--- src/rtl/serial_paralelo_align_pkg.sv ---
// Shared constants and state encoding for the serial-to-parallel byte aligner.
package serial_paralelo_align_pkg;

    localparam int BYTE_W = 8;

    // Idle/alignment character used to find byte boundaries.
    localparam logic [BYTE_W-1:0] COM_BYTE_DEFAULT = 8'hBC;

    typedef enum logic [1:0] {
        SEARCH   = 2'd0,
        ALIGNING = 2'd1,
        LOCKED   = 2'd2
    } state_t;

    // The last bit of a byte lands when the bit counter reads 7.
    function automatic logic is_boundary(input logic [2:0] cnt);
        return cnt == 3'd7;
    endfunction

endpackage

--- src/rtl/serial_paralelo_align_byte_shift_reg.sv ---
// Serial history register; win is the byte completed by the bit arriving this edge.
module byte_shift_reg
    import serial_paralelo_align_pkg::*;
(
    input  logic              clk,
    input  logic              srst,
    input  logic              serial_in,
    output logic [BYTE_W-1:0] win
);

    // Only the seven most recent bits are stored: the oldest bit of an
    // eight-bit register would never be read, because win already
    // appends the incoming bit combinationally.
    logic [BYTE_W-2:0] hist_reg;

    assign win[0] = serial_in;

    genvar gi;
    generate
        for (gi = 1; gi < BYTE_W; gi++) begin : g_win
            assign win[gi] = hist_reg[gi-1];
        end
    endgenerate

    // Shift in one bit per clock, MSB-first; reset discards the incoming bit.
    always_ff @(posedge clk) begin
        if (srst) begin
            hist_reg <= '0;
        end else begin
            hist_reg <= win[BYTE_W-2:0];
        end
    end

endmodule

--- src/rtl/serial_paralelo_align.sv ---
// Bit-serial receiver front end: finds byte alignment on a run of COM
// characters, then emits every completed byte with a valid flag and strobe.
module serial_paralelo_align
    import serial_paralelo_align_pkg::*;
#(
    parameter logic [7:0] COM_BYTE   = COM_BYTE_DEFAULT,
    parameter int         LOCK_COUNT = 4
) (
    input  logic       clk_32f,
    input  logic       reset,
    input  logic       serial_in,
    output logic [7:0] data_out,
    output logic       valid_out,
    output logic       byte_strobe,
    output logic       active
);

    // com_cnt value that, with one more aligned COM byte, completes lock.
    localparam logic [3:0] LOCK_LAST = 4'(LOCK_COUNT - 1);

    logic [BYTE_W-1:0] win;
    logic              is_com;
    logic              boundary;

    state_t            state_reg, state_next;
    logic [2:0]        bit_cnt_reg, bit_cnt_next;
    logic [3:0]        com_cnt_reg, com_cnt_next;
    logic [7:0]        data_reg, data_next;
    logic              valid_reg, valid_next;
    logic              strobe_reg, strobe_next;
    logic              active_reg, active_next;

    byte_shift_reg u_shift (
        .clk       (clk_32f),
        .srst      (reset),
        .serial_in (serial_in),
        .win       (win)
    );

    assign is_com   = (win == COM_BYTE);
    assign boundary = is_boundary(bit_cnt_reg);

    // State, counters and registered outputs; reset clears everything.
    always_ff @(posedge clk_32f) begin
        if (reset) begin
            state_reg   <= SEARCH;
            bit_cnt_reg <= '0;
            com_cnt_reg <= '0;
            data_reg    <= '0;
            valid_reg   <= 1'b0;
            strobe_reg  <= 1'b0;
            active_reg  <= 1'b0;
        end else begin
            state_reg   <= state_next;
            bit_cnt_reg <= bit_cnt_next;
            com_cnt_reg <= com_cnt_next;
            data_reg    <= data_next;
            valid_reg   <= valid_next;
            strobe_reg  <= strobe_next;
            active_reg  <= active_next;
        end
    end

    // Alignment FSM: slide in SEARCH, verify whole COM bytes in ALIGNING,
    // then publish each byte at its boundary once LOCKED (lock never drops).
    always_comb begin
        state_next   = state_reg;
        bit_cnt_next = bit_cnt_reg + 3'd1;
        com_cnt_next = com_cnt_reg;
        data_next    = data_reg;
        valid_next   = valid_reg;
        strobe_next  = 1'b0;
        active_next  = active_reg;

        unique case (state_reg)
            SEARCH: begin
                if (is_com) begin
                    bit_cnt_next = '0;
                    com_cnt_next = 4'd1;
                    if (LOCK_COUNT == 1) begin
                        state_next  = LOCKED;
                        active_next = 1'b1;
                    end else begin
                        state_next = ALIGNING;
                    end
                end
            end
            ALIGNING: begin
                if (boundary) begin
                    if (is_com) begin
                        com_cnt_next = com_cnt_reg + 4'd1;
                        if (com_cnt_reg == LOCK_LAST) begin
                            state_next  = LOCKED;
                            active_next = 1'b1;
                        end
                    end else begin
                        com_cnt_next = '0;
                        state_next   = SEARCH;
                    end
                end
            end
            LOCKED: begin
                if (boundary) begin
                    data_next   = win;
                    valid_next  = !is_com;
                    strobe_next = 1'b1;
                end
            end
            default: begin
                state_next = SEARCH;
            end
        endcase
    end

    assign data_out    = data_reg;
    assign valid_out   = valid_reg;
    assign byte_strobe = strobe_reg;
    assign active      = active_reg;

endmodule

--- config.mk ---
export PLATFORM = sky130hd
export DESIGN_NAME = serial_paralelo_align
export DESIGN_NICKNAME = d
export VERILOG_FILES = /design/src/rtl/serial_paralelo_align_pkg.sv /design/src/rtl/serial_paralelo_align_byte_shift_reg.sv /design/src/rtl/serial_paralelo_align.sv
export SDC_FILE = /design/constraint.sdc
export NUM_CORES = 1
export LEC_CHECK = 0
export CAP_MARGIN = 20
export CORE_AREA = 3 3 63 65
export CTS_BUF_LIST = sky130_fd_sc_hd__clkbuf_8
export CTS_CLUSTER_DIAMETER = 30
export DETAILED_ROUTE_END_ITERATION = 8
export DIE_AREA = 0 0 66 68
export PLACE_DENSITY = 0.49
export REMOVE_ABC_BUFFERS = 1
export SETUP_SLACK_MARGIN = 0.3
export SKIP_CTS_REPAIR_TIMING = 1
export SLEW_MARGIN = 10
export SYNTH_ARGS = -nofsm -noshare
export SYNTH_HDL_FRONTEND = slang
export SYNTH_SLANG_ARGS = --single-unit
--- constraint.sdc ---
create_clock -name clk_32f -period 1.6 [get_ports clk_32f]
set_input_delay 0.32 -clock clk_32f [delete_from_list [all_inputs] [get_ports clk_32f]]
set_output_delay 0.32 -clock clk_32f [all_outputs]
set_load 0.01 [all_outputs]
==> results.json <==
{
  "status": "completed",
  "setup_viol": 0,
  "max_clock_freq_mhz": 629,
  "synthSimpleGateAreaFrac": 0.234,
  "ios": 14,
  "overflow": 0,
  "timing.final.ws_setup_ns": 0.00997,
  "routed_wl_mm": 2.12,
  "peakVddDrop_mv": 0.453,
  "synth_area_leaders": "dfxtp_1 (53%), mux2i_1 (8.8%), nor2b_1 (6.1%)",
  "period_needed_ns": 1.59,
  "worst_path_dominant_cell_family": "simple AND/OR/NAND/NOR gates",
  "power.density_mw_per_mm2": 764,
  "max_stage_delay_ns": 0.48,
  "gp_congestion": 0.829,
  "min_period_over_period": 0.994,
  "synth_top_family_by_area": "simple AND/OR/NAND/NOR gates",
  "core_area_mm2": 0.00339,
  "die_x_um": 66,
  "drc": 0,
  "vias": 825,
  "worstSetupPathType": "flop to flop",
  "cpMaxStageDelayCell": "or4_4",
  "netlist_area_mm2": 0.00102,
  "cp_cell_sequence": "or2_1 -> or3_4 -> or4_4 -> o32ai_2",
  "synth_mux_area_frac": 0.0881,
  "relSlewSlack": 0.721,
  "pre_cts_ws_ns": -0.489,
  "vias_per_cell": 4.66,
  "max_cap_violations": 0,
  "crit_fanout": 2,
  "cts_made_buffers": 3,
  "drive_above_1_share": 0.282,
  "worst_setup_path_start_kind": "flop",
  "arrival_ns": 1.78,
  "synth_top_area_share": 0.529,
  "synth.avg_cell_area_um2": 9.83,
  "numPortBuffers": 13,
  "firstDrtPassIters": 4,
  "dieHeight_um": 68,
  "yosysMostFrequentCell": "dfxtp_1",
  "hold_class": "input pin to flop",
  "hold_viol": 0,
  "p_leak_nw": 0.807,
  "areaGrowthSynthToFinish_pct": 43.6,
  "antennaDiodeCount": 0,
  "ys_seq_area_frac": 0.529,
  "tightestPinTransition_ns": 0.418,
  "synth_compound_area_frac": 0.0820,
  "cts_root_buffer": "clkbuf_8",
  "cts_tree": "done",
  "final_util": 0.433,
  "synth_edf_count": 0,
  "antenna_found_initial": 0,
  "start_util": 0.302,
  "clk_latency_ns": 0.27,
  "fin_nets": 138,
  "maxSlewViolCount": 0,
  "path_clk_slew_ns": 0.09,
  "end_kind": "flop",
  "ant_nets": 0,
  "rsz0062_at_grt": "true",
  "async_flop_share": 0,
  "num_rows": 21,
  "synth.distinct_cells": 30,
  "synth_ff_type": "dfxtp_1",
  "synth-seq-cells": 27,
  "yosysTopAreaCell": "dfxtp_1",
  "grt_max_degree": 18,
  "syn_inst": 104,
  "synth_common_cells": "dfxtp_1 (27), nor2_1 (12), nor2b_1 (10)",
  "largest_register_ffs": 8,
  "drt-wirelength-per-cell_um": 12.0,
  "yosysWarnings": 0,
  "synthAdderAreaFrac": 0.0367,
  "worst_clock_skew_ns": 0.00336,
  "dp_hpwl_mm": 1.51,
  "cts_sinks": 27,
  "drtIter0Drc": 18,
  "critPathRequiredTime_ns": 1.79,
  "cts_max_level": 1,
  "grtUsageTotal": 0.103,
  "dieArea_mm2": 0.00449,
  "critPathBufInv": 0,
  "grt_pass1_wl_mm": 3.46,
  "clockBufferDepth": 2,
  "synthXorXnorAreaFrac": 0,
  "grt_pass1_vias": 788
}
area by class of cell:
cell class | count | area, um^2
fillers | 337 | 1920
flip-flops and latches | 27 | 544
multi-input cells | 69 | 528
repair buffers | 29 | 284
well taps | 46 | 57.6
clock buffers | 3 | 41.3
inverters | 2 | 7.51
clock inverters | 1 | 5.00
report_power, final:
group	switching [W]	internal, W
Combinational	0.0000205	0.0000223
Clock	0.000216	0.000175
Sequential	0.00000543	0.000682
Total	0.000242	0.000880
stage by stage:
stage | cell area, um^2 | setup TNS [ns] | hold slack [ns] | power, W | cells
2_1_floorplan | 998 | -0.0525 | 0.389 | 0.000714 | 98
3_3_place_gp | 1300 | -3.56 | 0.414 | 0.000742 | 172
3_5_place_dp | 1300 | -3.91 | 0.421 | 0.000743 | 172
4_1_cts | 1350 | -0.995 | 0.435 | 0.00113 | 176
5_1_grt | 1470 | -0.188 | 0.350 | 0.00117 | 177
6_report | 1470 | 0 | 0.324 | 0.00112 | 177
cell usage in the layout (no fill, tap or decap), types with 2 or more instances in the layout:
master	count
dfxtp_1	24
buf_4	15
nor2_1	12
dlymetal6s2s_1	12
nor2b_1	9
mux2i_1	9
a21oi_1	5
nand2_1	3
nor3_1	3
dfxtp_2	3
clkbuf_8	3
inv_1	2
nor3b_1	2
o21ai_0	2
nand3_1	2
cells by family (layout without fill, tap and decap cells):
group                    count (synthesis)  after routing
AND/OR/NAND/NOR                         44             44
adder cells (fa/ha/maj)                  3              3
buffers and inverters                    8             35
flip-flops                              27             27
AO/OA/AOI/OAI                           13             13
multiplexers                             9              9
path summary, 6_finish.rpt:
kind,from,slack (ns),cells past startpoint,to
hold reg to reg,bit_cnt_reg[0]$_SDFF_PP0_,0.41,1,bit_cnt_reg[0]$_SDFF_PP0_
hold / removal,serial_in,0.32,2,u_shift.hist_reg[0]$_SDFF_PP0_
setup reg to reg,u_shift.hist_reg[5]$_SDFF_PP0_,0.01,4,com_cnt_reg[3]$_SDFFE_PP0P_
setup / recovery,u_shift.hist_reg[5]$_SDFF_PP0_,0.01,4,com_cnt_reg[3]$_SDFFE_PP0P_
worst reg2reg max path: cells and delay by family (launching register included):
| family | cells | cell delay, ns |
|---|---|---|
| DFF | 1 | 0.33 |
| AOI/OAI and AO/OA | 1 | 0.10 |
| and+or+nand+nor | 3 | 1.09 |
routing by layer:
| layer | global-route usage | routed length (um) | up-vias |
|---|---|---|---|
| li1 | - | - | 416 |
| met1 | 0.122 | 998 | 392 |
| met2 | 0.164 | 1000 | 13 |
| met3 | 0.0296 | 82 | 4 |
| met4 | 0.0635 | 34 | 0 |
| met5 | 0 | 0 | - |
Note: power is estimated with default switching activity, not from simulation.
